### config.mk
export PLATFORM = sky130hd
export DESIGN_NAME = fc_ctrl
export DESIGN_NICKNAME = d
export VERILOG_FILES = /design/src/rtl/fc_ctrl.sv
export SDC_FILE = /design/constraint.sdc
export NUM_CORES = 2
export LEC_CHECK = 0
export ABC_AREA = 1
export CORE_AREA = 5 5 701 703
export CTS_CLUSTER_SIZE = 16
export DETAILED_ROUTE_END_ITERATION = 8
export DIE_AREA = 0 0 706 708
export GPL_TIMING_DRIVEN = 0
export PLACE_DENSITY = 0.43
export SYNTH_ARGS = -nofsm -noshare
export SYNTH_HDL_FRONTEND = slang
export SYNTH_SLANG_ARGS = --single-unit
### constraint.sdc
create_clock -name clk -period 73 [get_ports clk]
set_input_delay 14.6 -clock clk [delete_from_list [all_inputs] [get_ports clk]]
set_output_delay 14.6 -clock clk [all_outputs]
set_load 0.01 [all_outputs]
### src/rtl/fc_ctrl.sv
// Frame sequencer around the fully connected layer: serial word load, launch pulse,
// result snapshot and a one-compare-per-cycle signed argmax.
module fc_ctrl #(
    parameter int data_width  = 16,
    parameter int numofinput  = 100,
    parameter int numofoutput = 10,
    parameter int idx_width   = 4
) (
    input  logic                              clk,
    input  logic                              rst,
    input  logic                              in_valid,
    input  logic [data_width-1:0]             in_data,
    output logic                              in_ready,
    output logic [numofinput*data_width-1:0]  i_fc,
    output logic                              start_flag,
    input  logic                              over_flag,
    input  logic [numofoutput*data_width-1:0] f_fc,
    output logic [idx_width-1:0]              class_idx,
    output logic [data_width-1:0]             max_value,
    output logic                              class_valid,
    output logic [2:0]                        dbg_state
);

    localparam int CW = (numofinput > 1) ? $clog2(numofinput) : 1;
    localparam int JW = (numofoutput > 1) ? $clog2(numofoutput) : 1;

    typedef enum logic [2:0] {
        S_LOAD   = 3'd0,
        S_START  = 3'd1,
        S_WAIT   = 3'd2,
        S_ARGMAX = 3'd3,
        S_DONE   = 3'd4
    } state_t;

    // Handshake: a word moves on a rising edge where in_valid && in_ready; in_ready is
    // high exactly in LOAD, and in_valid is ignored everywhere else.
    state_t                           state_q, state_d;
    logic [CW-1:0]                    cnt_q, cnt_d;
    logic [numofinput*data_width-1:0] i_fc_q, i_fc_d;
    logic [numofoutput*data_width-1:0] snap_q, snap_d;
    logic [data_width-1:0]            best_val_q, best_val_d;
    logic [idx_width-1:0]             best_idx_q, best_idx_d;
    logic [JW-1:0]                    j_q, j_d;
    logic                             start_q, start_d;
    logic                             valid_q, valid_d;
    logic [idx_width-1:0]             cidx_q, cidx_d;
    logic [data_width-1:0]            cmax_q, cmax_d;
    logic [data_width-1:0]            cand;

    always_ff @(posedge clk or posedge rst) begin
        if (rst) begin
            state_q    <= S_LOAD;
            cnt_q      <= '0;
            i_fc_q     <= '0;
            snap_q     <= '0;
            best_val_q <= '0;
            best_idx_q <= '0;
            j_q        <= '0;
            start_q    <= 1'b0;
            valid_q    <= 1'b0;
            cidx_q     <= '0;
            cmax_q     <= '0;
        end else begin
            state_q    <= state_d;
            cnt_q      <= cnt_d;
            i_fc_q     <= i_fc_d;
            snap_q     <= snap_d;
            best_val_q <= best_val_d;
            best_idx_q <= best_idx_d;
            j_q        <= j_d;
            start_q    <= start_d;
            valid_q    <= valid_d;
            cidx_q     <= cidx_d;
            cmax_q     <= cmax_d;
        end
    end

    always_comb begin
        state_d    = state_q;
        cnt_d      = cnt_q;
        i_fc_d     = i_fc_q;
        snap_d     = snap_q;
        best_val_d = best_val_q;
        best_idx_d = best_idx_q;
        j_d        = j_q;
        cand       = snap_q[j_q*data_width +: data_width];

        case (state_q)
            S_LOAD: begin
                if (in_valid) begin
                    i_fc_d[cnt_q*data_width +: data_width] = in_data;
                    if (cnt_q == CW'(numofinput - 1)) begin
                        cnt_d   = '0;
                        state_d = S_START;
                    end else begin
                        cnt_d = cnt_q + CW'(1);
                    end
                end
            end
            S_START: state_d = S_WAIT;
            S_WAIT: begin
                if (over_flag) begin
                    snap_d     = f_fc;
                    best_val_d = f_fc[data_width-1:0];
                    best_idx_d = '0;
                    j_d        = JW'(1);
                    state_d    = (numofoutput == 1) ? S_DONE : S_ARGMAX;
                end
            end
            S_ARGMAX: begin
                // Strictly greater only, so equal scores keep the earlier index.
                if ($signed(cand) > $signed(best_val_q)) begin
                    best_val_d = cand;
                    best_idx_d = idx_width'(j_q);
                end
                j_d = j_q + JW'(1);
                if (j_q == JW'(numofoutput - 1)) begin
                    state_d = S_DONE;
                end
            end
            S_DONE:  state_d = S_LOAD;
            default: state_d = S_LOAD;
        endcase

        // Outputs are registered against the state being entered so they line up with it.
        start_d = (state_d == S_START);
        valid_d = (state_d == S_DONE);
        cidx_d  = valid_d ? best_idx_d : cidx_q;
        cmax_d  = valid_d ? best_val_d : cmax_q;
    end

    assign in_ready    = (state_q == S_LOAD);
    assign i_fc        = i_fc_q;
    assign start_flag  = start_q;
    assign class_valid = valid_q;
    assign class_idx   = cidx_q;
    assign max_value   = cmax_q;
    assign dbg_state   = state_q;

endmodule

# Word-level counts from Yosys, hierarchy flattened
# Index checks and enable logic that the tools add are counted.
[word_totals]
out_inout_bits = 1626
reg_bits = 1816
[classes]
n_shift = 3
reduce_logical = 5
add_sub_neg = 3
order_cmp = 1
n_eq_ne = 8
mux = 15
[op_table]
columns = ["operator", "count"]
rows = [
  ["1600-bit bitwise mux", 1],
  ["16-bit by 34-bit variable shift with 1600-bit output (first input constant)", 1],
  ["16-bit by 34-bit indexed part select with 1600-bit output", 1],
  ["160-bit by 9-bit indexed part select with 16-bit output", 1],
  ["11-bit negation with 34-bit output", 1],
  ["16-bit 2-to-1 mux", 2],
  ["16-bit case mux with 2 select lines", 1],
  ["16-bit > comparator", 1],
  ["4-bit case mux with 2 select lines", 2],
  ["3-bit 2-to-1 mux", 4],
  ["4-bit 2-to-1 mux", 3],
  ["3-bit case mux with 4 select lines", 1],
  ["7-bit by 1-bit adder with 7-bit output (second input constant)", 1],
  ["7-bit equality test (second input constant)", 1],
  ["7-bit 2-to-1 mux", 1],
  ["3-bit by 1-bit equality test with 1-bit output (second input constant)", 2],
  ["3-bit by 2-bit equality test with 1-bit output (second input constant)", 2],
  ["2-bit AND reduction", 3],
  ["4-bit by 1-bit adder with 4-bit output (second input constant)", 1],
  ["4-bit equality test (second input constant)", 1],
  ["3-bit equality test (second input constant)", 1],
  ["3-bit logical NOT", 1],
  ["2-bit != test (second input constant)", 1],
  ["2-bit nonzero test", 1],
]

# Depth between registers and ports, before layout
[logic_depth]
word_depth = 5
depth_mapped = 28
depth_no_buf = 24

# Least setup slack after synthesis
# No wires, ideal clock.
[synth_path]
kind = "input port to flip-flop"
startpoint = "in in_valid"
endpoint = "reg i_fc_q[640] (netlist: i_fc[640])"
setup_slack_ns = 56.897
required_ns = 72.882
setup_time_ns = 0.118
path_stages = 11
arrival_ns = 15.985
path_buffers = 2
path_cell_list = "nand2_2 nor3_2 inv_2 nor2_4 inv_4 buf_4 nor2_4 inv_2 buf_2 nand2_1 nand2_1"
[synth_via]
elab_chain_cells = 1
[synth_lines]
columns = ["element", "line", "text"]
rows = [
  ["from (decl)", "11", "input logic in_valid,"],
  ["2-bit AND reduction (no source line)", "--", ""],
  ["to (signal assigned)", "66", "i_fc_q <= i_fc_d;"],
  ["to (decl)", "39", "logic [numofinput*data_width-1:0] i_fc_q, i_fc_d;"],
]
# Every way passes these cells.
# A chain may end at the register's enable or synchronous reset.

# Worst setup path after layout
[layout_path]
startpoint = "in in_data[7]"
endpoint = "reg i_fc_q[775] (netlist: i_fc[775])"
[layout_via]
elab_chain_cells = 2
[layout_lines]
columns = ["element", "line", "text"]
rows = [
  ["from (decl)", "12", "input logic [data_width-1:0] in_data,"],
  ["16-bit by 34-bit indexed part select with 1600-bit output", "91", "i_fc_d[cnt_q*data_width +: data_width] = in_data;"],
  ["1600-bit bitwise mux", "91", ""],
]
# Every way passes these cells.

==> key figures <==
Run status
  – Result of the run: finished with violations
  – Violations in the final reports: capacitance limit, slew limit

Placement
  – DPL Wire Length: 542.7 mm
  – Port bufs: 1805
  – Routability Congestion: 0.9365

Synthesis
  – Post-synthesis cell type with the largest combined area: dfrtp_1
  – Number of distinct standard cells referenced by the synthesized netlist: 38
  – Netlist area before placement: 79960 µm²
  – Proportion of synthesized flip-flops having asynchronous set or reset: 100.0%
  – Proportion of netlist area held by the largest area contributor: 56.84%
  – Post-synth EDFFs: 0
  – Post-synthesis net count: 10140
  – Instance count of the mapped netlist: 9935
  – Largest cells by area after synthesis: dfrtp_1 (57%), nand2_1 (19%), nand3_1 (4.7%)
  – Yosys warnings: 0
  – Portion of the post-synthesis area used by sequential elements: 56.84%
  – Mean instance size in the synthesized netlist: 8.048 µm²
  – Most frequently used flop master after synthesis: dfrtp_1
  – Count of state elements after synthesis: 1816

Setup path
  – Worst EP required: 73850 ps
  – Type of the setup path with the least slack: input port to flip-flop
  – Nature of the critical path startpoint: input port
  – CP delay by family, top: simple AND/OR/NAND/NOR gates
  – Slowest cell on crit path: nor3_2
  – Instance count on the critical path: 8
  – Critical Path Max Stage Delay: 910 ps
  – CP Data Arrival Time: 18800 ps
  – Peak fanout along the critical path: 4
  – List of cells traversed by the critical path: clkdlybuf4s50_1 -> inv_1 -> nor3_2 -> buf_4 -> nand3_1 -> nor2_1 -> nand2_1 -> o21ai_0
  – Reg2reg path depth: 14
  – Crit path buffers/inverters: 3
  – Critical path endpoint category: flip-flop

Die
  – IO Pins: 1806
  – Horizontal extent of the die: 706 µm
  – Floorplan die area: 499800 µm²
  – Std-Cell Rows: 256
  – Core outline area: 484300 µm²
  – Vertical extent of the die: 708 µm
  – Initial cell density of the core: 16.51%

Power
  – Leakage power figure: 51.72 nW
  – Power density normalized to cell area: 32.60 nW/µm²
  – Overall power: 0.003758 W
  – Peak supply drop: 21.41 µV

GRT
  – First-pass GRT wire length: 824.5 mm
  – Vias in the first global route: 78980
  – Final global-route overflow total: 0
  – Pin count of the biggest net entering global routing: 117
  – Total routing usage reported by global routing: 24.93%
  – Antenna violations before repair: 67

Clocking
  – Clock root buffer: clkbuf_16
  – Resized Gates After CTS: 0
  – Maximum root-to-sink buffer count: 4
  – Clock tree from TritonCTS: done
  – Total clock buffers created by CTS: 232
  – Post-CTS Hold Buffers: 0
  – Post-CTS Setup Inserts: 0
  – CTS H-tree depth: 4
  – Sink count of the clock tree: 1816
  – Clock slew at the register clock pins of the worst setup and hold paths: 60 ps
  – Clock Latency Late Sink: 970 ps

Detailed routing
  – Router iterations before antenna repair: 8
  – Iter 0 DRT Violations: 7860
  – Vias after detailed routing: 82190
  – DRC violation count after routing: 0
  – Avg WL per Cell: 34.67 µm
  – Total detailed-routing wirelength: 649.2 mm
  – Number of nets still failing antenna checks after routing: 0
  – Number of vias per cell: 4.389

Timing
  – Slew of the pin with the lowest slew margin: 1568 ps
  – Number of max-slew violations in the final report: 33
  – Fmax: 55.71 MHz
  – Total Negative Setup Slacks: 0 ps
  – Hold Fails Final Rpt: 0
  – Worst max-slew margin expressed relative to the limit: -5.355%
  – Unrepaired setup endpoints after global routing: no
  – Finish-stage setup viols: 0
  – Final critical-path share of the clock period: 24.59%
  – Min cycle time layout: 17950 ps
  – Clock skew: 62.65 ps

Flow run
  – Number of maximum-capacitance violations: 6

Worst hold path
  – Worst hold path cell count: 2
  – Class of the most critical hold timing path: flip-flop to flip-flop

Layout
  – Number of filler instances in the final layout: 53790
  – Area Growth Syn to Fin: 44.19%
  – Number of nets in the layout: 12240
  – Seq. cell area: 45440 µm²
  – Area taken by multi-input logic gates: 30890 µm²
  – Proportion of layout cells with a drive suffix above 1: 6.149%
==> state kept, by name, summed over array words and instances, names as in the netlist, 3 cells and up <==
| name | count |
|---|---|
| best_idx_q | 4 |
| cnt_q | 7 |
| dbg_state | 3 |
| best_val_q | 16 |
| class_idx | 4 |
| j_q | 4 |
| snap_q | 160 |
| i_fc | 1600 |
| max_value | 16 |
==> cell families after synthesis <==
group                      Yosys count  share of synthesized area [%]
adders and majority gates           21                         0.3286
AOI/OAI and AO/OA                  779                          5.070
DFF                               1816                          56.84
and+or+nand+nor                   6374                          33.07
buffers and inverters              942                          4.668
xor gates and xnor gates             3                        0.03287
==> power by group <==
group          internal (W)  switching [W]  total (W)
Clock              0.000695       0.000518    0.00121
Sequential          0.00108      0.0000348    0.00111
Combinational      0.000253        0.00118    0.00143
Total               0.00202        0.00173    0.00376
==> metrics by stage <==
stage          hold slack [ps]  utilization [%]  cell area (µm²)  cells  setup WS, ps
2_1_floorplan            448.7                -            79960   9935          7128
3_3_place_gp             454.6            21.91           106100  18190        -22770
3_5_place_dp             458.4            22.17           107400  18260         54130
4_1_cts                  472.6            23.78           115200  18680         55120
5_1_grt                  482.8            23.79           115200  18690         55110
6_report                 467.8            23.80           115300  18720         55050
==> Yosys cell counts (all sizes together), types with 25 or more instances <==
master / count
nor2: 968
a21oi: 25
dfrtp: 1816
nor3: 255
nand3: 763
buf: 223
nor4: 268
nand4: 60
clkbuf: 473
o21ai: 698
inv: 240
nand2: 4056
==> tightest hold or removal path, delay by kind of cell, from the launching register on <==
kind	cells	cell delay, ps
flops	1	340
simple gates	2	90
==> final timing paths <==
| kind | startpoint | end | slack [ps] |
|---|---|---|---|
| worst min-delay path | i_fc[1110] | i_fc[1110] | 470 |
| worst min register to register | i_fc[1110] | i_fc[1110] | 470 |
| max in group asynchronous | rst | i_fc[417] | 55590 |
| worst max-delay path | in_data[7] | i_fc[775] | 55050 |
| worst max register to register | cnt_q[0] | i_fc[786] | 66220 |
| min in group asynchronous | rst | i_fc[1428] | 14180 |
==> per-layer routing <==
layer	wire length, µm	global-route usage [%]	share of wire, %
met3	53990	7.257	8.3
met2	302300	41.01	47
met5	105	0	0.016
met1	251400	29.29	39
met4	41440	13.29	6.4
==> placed cells by master, fill, tap and decap left out, drive strengths merged, types with 16 or more instances in the layout <==
cell,instances
a21oi,25
a22oi,16
buf,287
bufinv,20
clkbuf,795
clkdlybuf4s50,1805
clkinv,68
dfrtp,1816
diode,45
ha,21
inv,250
nand2,4056
nand3,763
nand4,60
nor2,968
nor3,255
nor4,268
o21a,16
o21ai,698
o41ai,16
==> final cells by class <==
cell class | instances | area share (%)
antenna | 45 | 0.09768
buffer | 696 | 2.468
clock buffer | 321 | 5.639
clock inverter | 103 | 1.118
inverter | 246 | 0.8096
multi-input combinational | 7177 | 26.79
sequential | 1816 | 39.42
tap | 6450 | 7.000
timing repair buffer | 1870 | 16.66
Note: power is estimated with default switching activity, not from simulation.
